[src/rtl/uart_tx_fifo.sv]
// uart_tx_fifo: UART transmitter (configurable data/parity/stop) fed by an input FIFO.
// Latency: a word accepted at edge E into an empty, idle block is popped at E+1 and tx falls at E+2.
// Backpressure: in_ready drops only while the FIFO holds FIFO_DEPTH words; queued frames go out back-to-back.
//
// Ports:
//   clk, rst_n        system clock (rising edge), asynchronous active-low reset
//   in_data/in_valid  word to send; transferred when in_valid & in_ready
//   in_ready          FIFO not full (a function of the stored count only)
//   tx                registered serial line, idle high
//   busy              registered: frame in progress or words queued
//   fifo_count        words queued and not yet started
//
// rst_n is expected to be deasserted synchronously to clk by the reset source.
// CLOCK_FREQ/BAUD_RATE must be >= 2; DATA_BITS 5..9; PARITY 0/1/2; STOP_BITS 1/2;
// FIFO_DEPTH a power of two >= 2.

// Generic synchronous FIFO: storage plus occupancy count.
// Latency: pushed word is visible at pop_dat the cycle after the push edge.
// Backpressure: push_rdy = (count != DEPTH); pop must only be raised while !empty.
module uart_tx_fifo_sfifo #(
  parameter int WIDTH = 8,
  parameter int DEPTH = 4
) (
  input  logic                         clk,
  input  logic                         rst_n,
  input  logic                         push_vld,
  output logic                         push_rdy,
  input  logic [WIDTH-1:0]             push_dat,
  input  logic                         pop,
  output logic [WIDTH-1:0]             pop_dat,
  output logic                         empty,
  output logic [$clog2(DEPTH+1)-1:0]   count,
  output logic [$clog2(DEPTH+1)-1:0]   count_nxt
);
  localparam int AW = $clog2(DEPTH);
  localparam int CW = $clog2(DEPTH + 1);
  localparam logic [CW-1:0] FULL_CNT = CW'(DEPTH);

  logic [WIDTH-1:0] mem [DEPTH];
  logic [AW-1:0]    wr_ptr;
  logic [AW-1:0]    rd_ptr;
  logic             push;

  assign push_rdy = (count != FULL_CNT);
  assign push     = push_vld & push_rdy;
  assign empty    = (count == '0);
  assign pop_dat  = mem[rd_ptr];

  always_comb begin
    count_nxt = count;
    case ({push, pop})
      2'b10:   count_nxt = count + CW'(1);
      2'b01:   count_nxt = count - CW'(1);
      default: count_nxt = count;
    endcase
  end

  // Pointers wrap for free because DEPTH is a power of two.
  always_ff @(posedge clk or negedge rst_n) begin
    if (!rst_n) begin
      wr_ptr <= '0;
      rd_ptr <= '0;
      count  <= '0;
    end else begin
      if (push) wr_ptr <= wr_ptr + AW'(1);
      if (pop)  rd_ptr <= rd_ptr + AW'(1);
      count <= count_nxt;
    end
  end

  // Data storage needs no reset: it is only read behind a non-zero count.
  always_ff @(posedge clk) begin
    if (push) mem[wr_ptr] <= push_dat;
  end
endmodule

module uart_tx_fifo #(
  parameter int CLOCK_FREQ = 12_000_000,
  parameter int BAUD_RATE  = 115200,
  parameter int DATA_BITS  = 8,
  parameter int PARITY     = 0,
  parameter int STOP_BITS  = 1,
  parameter int FIFO_DEPTH = 4
) (
  input  logic                                clk,
  input  logic                                rst_n,
  input  logic [DATA_BITS-1:0]                in_data,
  input  logic                                in_valid,
  output logic                                in_ready,
  output logic                                tx,
  output logic                                busy,
  output logic [$clog2(FIFO_DEPTH+1)-1:0]     fifo_count
);
  localparam int CLKS_PER_BIT = CLOCK_FREQ / BAUD_RATE;
  localparam int CCW  = $clog2(CLKS_PER_BIT);
  localparam int BCW  = $clog2(DATA_BITS);
  localparam int CNTW = $clog2(FIFO_DEPTH + 1);

  localparam logic [CCW-1:0] CLK_LAST  = CCW'(CLKS_PER_BIT - 1);
  localparam logic [BCW-1:0] DATA_LAST = BCW'(DATA_BITS - 1);
  localparam logic [BCW-1:0] STOP_LAST = BCW'(STOP_BITS - 1);
  localparam logic           ODD_PAR   = (PARITY == 2);

  typedef enum logic [2:0] {
    ST_IDLE   = 3'd0,
    ST_START  = 3'd1,
    ST_DATA   = 3'd2,
    ST_PARITY = 3'd3,
    ST_STOP   = 3'd4
  } state_t;

  state_t               state_q, state_d;
  logic [CCW-1:0]       clk_cnt_q, clk_cnt_d;
  logic [BCW-1:0]       bit_cnt_q, bit_cnt_d;
  logic [DATA_BITS-1:0] shift_q, shift_d;
  logic                 par_q, par_d;
  logic                 tx_q, tx_d;
  logic                 busy_q;

  logic                 pop;
  logic                 fifo_empty;
  logic [DATA_BITS-1:0] fifo_dat;
  logic [CNTW-1:0]      cnt_nxt;
  logic                 bit_end;
  logic [CCW-1:0]       clk_step;

  uart_tx_fifo_sfifo #(
    .WIDTH (DATA_BITS),
    .DEPTH (FIFO_DEPTH)
  ) u_fifo (
    .clk       (clk),
    .rst_n     (rst_n),
    .push_vld  (in_valid),
    .push_rdy  (in_ready),
    .push_dat  (in_data),
    .pop       (pop),
    .pop_dat   (fifo_dat),
    .empty     (fifo_empty),
    .count     (fifo_count),
    .count_nxt (cnt_nxt)
  );

  // Every bit period (start, data, parity, each stop bit) is CLKS_PER_BIT cycles.
  assign bit_end  = (clk_cnt_q == CLK_LAST);
  assign clk_step = bit_end ? '0 : clk_cnt_q + CCW'(1);

  always_comb begin
    state_d   = state_q;
    clk_cnt_d = clk_cnt_q;
    bit_cnt_d = bit_cnt_q;
    shift_d   = shift_q;
    par_d     = par_q;
    pop       = 1'b0;
    tx_d      = 1'b1;

    case (state_q)
      ST_IDLE: begin
        tx_d = 1'b1;
        if (!fifo_empty) pop = 1'b1;
      end

      ST_START: begin
        tx_d      = 1'b0;
        clk_cnt_d = clk_step;
        if (bit_end) begin
          state_d   = ST_DATA;
          bit_cnt_d = '0;
        end
      end

      ST_DATA: begin
        tx_d      = shift_q[0];
        clk_cnt_d = clk_step;
        if (bit_end) begin
          shift_d = shift_q >> 1;
          if (bit_cnt_q == DATA_LAST) begin
            bit_cnt_d = '0;
            state_d   = (PARITY != 0) ? ST_PARITY : ST_STOP;
          end else begin
            bit_cnt_d = bit_cnt_q + BCW'(1);
          end
        end
      end

      ST_PARITY: begin
        tx_d      = par_q;
        clk_cnt_d = clk_step;
        if (bit_end) begin
          state_d   = ST_STOP;
          bit_cnt_d = '0;
        end
      end

      ST_STOP: begin
        tx_d      = 1'b1;
        clk_cnt_d = clk_step;
        if (bit_end) begin
          if (bit_cnt_q == STOP_LAST) begin
            bit_cnt_d = '0;
            // Chain straight into the next start bit when a word is waiting.
            if (!fifo_empty) pop = 1'b1;
            else             state_d = ST_IDLE;
          end else begin
            bit_cnt_d = bit_cnt_q + BCW'(1);
          end
        end
      end

      default: begin
        state_d   = ST_IDLE;
        clk_cnt_d = '0;
        bit_cnt_d = '0;
        tx_d      = 1'b1;
      end
    endcase

    // Shared load path for both pop points (idle and last stop cycle).
    if (pop) begin
      state_d   = ST_START;
      clk_cnt_d = '0;
      bit_cnt_d = '0;
      shift_d   = fifo_dat;
      par_d     = (^fifo_dat) ^ ODD_PAR;
    end
  end

  // tx is registered from the current state, so the line trails the FSM by one
  // cycle uniformly; frame timing stays exact and the output is glitch-free.
  always_ff @(posedge clk or negedge rst_n) begin
    if (!rst_n) begin
      state_q   <= ST_IDLE;
      clk_cnt_q <= '0;
      bit_cnt_q <= '0;
      shift_q   <= '0;
      par_q     <= 1'b0;
      tx_q      <= 1'b1;
      busy_q    <= 1'b0;
    end else begin
      state_q   <= state_d;
      clk_cnt_q <= clk_cnt_d;
      bit_cnt_q <= bit_cnt_d;
      shift_q   <= shift_d;
      par_q     <= par_d;
      tx_q      <= tx_d;
      // Built from next-state values so it tracks the registered state/count.
      busy_q    <= (state_d != ST_IDLE) | (cnt_nxt != '0);
    end
  end

  assign tx   = tx_q;
  assign busy = busy_q;
endmodule
[config.mk]
export PLATFORM = sky130hd
export DESIGN_NAME = uart_tx_fifo
export DESIGN_NICKNAME = d
export VERILOG_FILES = /design/src/rtl/uart_tx_fifo.sv
export SDC_FILE = /design/constraint.sdc
export NUM_CORES = 1
export LEC_CHECK = 0
export ABC_AREA = 1
export BUFFER_PORTS_ARGS = -buffer_cell sky130_fd_sc_hd__buf_2
export CAP_MARGIN = 20
export CORE_MARGIN = 8
export CORE_UTILIZATION = 35
export CTS_CLUSTER_SIZE = 40
export DETAILED_ROUTE_END_ITERATION = 16
export GPL_ROUTABILITY_DRIVEN = 0
export GPL_TIMING_DRIVEN = 0
export RECOVER_POWER = 25
export SLEW_MARGIN = 40
export SYNTH_ARGS = -nofsm -noshare
export SYNTH_HDL_FRONTEND = slang
export SYNTH_SLANG_ARGS = --single-unit
[constraint.sdc]
create_clock -name clk -period 6.45 [get_ports clk]
set_input_delay 0.645 -clock clk [delete_from_list [all_inputs] [get_ports clk]]
set_output_delay 0.645 -clock clk [all_outputs]
set_load 0.01 [all_outputs]
==> metrics <==
final setup TNS=0 ns; Synth area leaders=edfxtp_1, dfrtp_1, nand2_1; Yosys top cell by area=edfxtp_1; die width=about 110 um; CTS resizes=0; Internal Power=roughly 0.9 mW; CP max stage delay=between 0.3 and 0.4 ns; flop2flop setup slack=between 3 and 4 ns; Syn Inst Count=331; Worst Path Max Fanout=10; Ant. Diodes=0; EDFF count, synth=32; core area=8636 sq um; violated checks=capacitance limit, slew limit; min cycle time layout=2.850 ns; dominant synthesized flop cell=edfxtp_1; Slew @ Worst Pin=~1.7 ns; Critical Path RT=around 6.7 ns; # DRC=0; Synth top area share=0.3117; clock root cell=clkbuf_8; largest voltage drop on the vdd net=roughly 0.18 mV; clock buffer count from CTS=9; post-CTS setup buffers=0; hold path start=par_q$_DFFE_PN0N_; vias in the first global route=roughly 2200; RSZ-0062 raised after global routing=false; Clock Latency Late Sink=0.34 ns; clock skew=between 0.009 and 0.01 ns; Die ar.=about 12000 sq um; Seq/Total Area, Yosys=0.5637; cts hold-fix bufs=0; Total GRT Usage=0.1065; global-route wire length before repair=around 9900 um; most frequent cells in the layout=nand2_1, inv_1, edfxtp_1; Synth Net Count=roughly 350; initial cell density of the core=0.3570; Sw Share=0.3971; P_leak=about 1.6 nW; WL final=approximately 5800 um; # rows=34; buffers added on ports=16; Slowest-stage cell, CP=dfrtp_1; Netlist cell types=32; CP cell instances=ha_1, nand2_2, nor2_4, nand3_4, clkinv_2, nand2_2, nand2_2, nand3_4, buf_6, inv_2, ha_1, inv_1, fa_1, a21oi_1, o21ai_0, xnor2_1, nor3_1, nand3_1; Netlist Area Pre-Place=between 3000 and 4000 sq um; Worst Path Class, Setup=reg -> reg; Detailed Routing Iterations Pass 1=4; Sequential Power Share=0.391; share of layout cells above drive strength 1=0.1322; combinational power share=0.400; FF-to-FF End=busy$_DFF_PN0_; fmax=approximately 350 MHz; Tcrit/Tclk final=0.4419; CTS H-tree lvls=3; Arrival @ worst endpoint=about 3 ns; Worst slew margin=-0.1031; CP endpoint kind=flop; number of cells on the worst hold path=2; worst min path class=reg -> reg; Via density=approximately 4.7; WHS Endpoint=par_q$_DFFE_PN0N_; Worst-path clk slew=about 0.07 ns; clock sinks=63; DP Cell Count=455; Switch Pwr=~0.60 mW; post-DP HPWL=slightly above 4000 um; Avg Cell Area, Syn=a little over 9 sq um; TritonCTS clock tree=done; die boundary height=109.9 um; Startpoint Class=flop; WL per Instance=12.22 um; Congestion Overflow GR=0; Max Transition Viols Final=32; Via Count=around 2200; # IOs=17; initial antenna violation count=0; pwr dens=436.4 nW/um^2; most frequent CP cell=nand2_2; Yosys warning total=0; Max Cap Viol=1; Final Hold Fails=0; Max Root-Sink Buffers=2; worst r2r src=clk_cnt_q[1]$_DFFE_PN0N_; area delta synth->final=12.91%; DR iter-0 viols=just over 90; leading cell type in the layout, fill and taps excluded=nand2_1; pin count of the biggest net entering global routing=32; post-synthesis sequential element count=63; nets=379; Routed Antenna Nets=0; Post-synth ARST share=0.4921; status=finished with violations; fin cells=approximately 470; Worst Reg-to-Reg Cells=18; Clock power frac=0.210; Setup Viol. Count Final=0
## worst max path at each step
stage	from	endpoint	slack, ns	cells past startpoint
2_1_floorplan	clk_cnt_q[1]$_DFFE_PN0N_	busy$_DFF_PN0_	3.90	18
3_3_place_gp	clk_cnt_q[1]$_DFFE_PN0N_	busy$_DFF_PN0_	3.64	18
3_5_place_dp	clk_cnt_q[1]$_DFFE_PN0N_	busy$_DFF_PN0_	3.58	18
4_1_cts	clk_cnt_q[1]$_DFFE_PN0N_	busy$_DFF_PN0_	3.57	18
5_1_grt	clk_cnt_q[1]$_DFFE_PN0N_	busy$_DFF_PN0_	3.26	18
6_report	clk_cnt_q[1]$_DFFE_PN0N_	busy$_DFF_PN0_	3.60	18
## cell usage after synthesis, types with 2 or more instances
cell	count
nand3_1	31
buf_4	2
o21ai_1	10
xor2_1	4
nand3_4	2
xnor2_1	3
o21ai_0	18
buf_2	3
edfxtp_1	32
nand2_1	102
ha_1	9
nor2_1	14
a21oi_1	9
buf_6	2
nor2_4	2
nor3_1	4
nand2_2	4
dfrtp_1	30
inv_2	3
inv_1	35
## cells by family after synthesis
kind of cell | share of synthesized area
AND/OR/NAND/NOR | 0.2301
flip-flops | 0.5637
buffers and inverters | 0.06818
AO/OA/AOI/OAI | 0.06981
adder cells (fa/ha/maj) | 0.04302
XOR/XNOR | 0.02516
## power groups by stage
stage | Clock, mW | Combinational (mW) | Sequential, mW
3_5_place_dp | 0 | 0.613 | 0.601
2_1_floorplan | 0 | 0.462 | 0.594
3_3_place_gp | 0 | 0.595 | 0.598
5_1_grt | 0.343 | 0.699 | 0.607
4_1_cts | 0.327 | 0.615 | 0.593
6_report | 0.319 | 0.607 | 0.594
## metal layers
| metal | global-route usage | vias up | part of all wire |
|---|---|---|---|
| met3 | 0.03224 | 9 | 0.045 |
| met4 | 0.05304 | 0 | 0.018 |
| met1 | 0.1227 | 1035 | 0.45 |
| li1 | - | 1135 | - |
| met2 | 0.1759 | 41 | 0.49 |
| met5 | 0 | - | 0 |
## sequential cells by signal, summed over array words and instances, names as in the netlist
signal         cells
tx                 1
busy               1
state_q            3
u_fifo.rd_ptr      2
shift_q            8
clk_cnt_q          7
u_fifo.count       3
bit_cnt_q          3
u_fifo.mem        32
par_q              1
u_fifo.wr_ptr      2
## worst max-delay path: cells and delay by family (launching register included)
kind / cells / cell delay [ns]
AO/OA/AOI/OAI: 2 / 0.25
flip-flops: 1 / 0.38
AND/OR/NAND/NOR: 8 / 0.81
adder cells (fa/ha/maj): 3 / 0.71
XOR/XNOR: 1 / 0.16
buffers and inverters: 4 / 0.43
## through the flow
step / power, mW / cell area, sq um / utilization / hold slack (ns) / setup slack [ns]
after detailed placement: 1.214 / 3303 / 0.3825 / 0.4675 / 3.580
after global placement: 1.192 / 3298 / 0.3819 / 0.4720 / 3.642
after global routing: 1.650 / 3481 / 0.4031 / 0.5208 / 3.260
final: 1.519 / 3481 / 0.4031 / 0.4859 / 3.600
after CTS: 1.536 / 3490 / 0.4041 / 0.3596 / 3.568
after floorplan: 1.056 / 3083 / - / 0.3494 / 3.898
## area by class of cell
| type | instances | area [sq um] |
|---|---|---|
| buffer | 7 | 52.55 |
| clock buffer | 13 | 168.9 |
| clock inverter | 3 | 17.52 |
| fill | 885 | 5155 |
| inverter | 41 | 157.7 |
| multi-input combinational | 220 | 1142 |
| sequential | 63 | 1738 |
| tap | 108 | 135.1 |
| timing repair buffer | 16 | 68.82 |
Power figures use the tool's default switching activity.
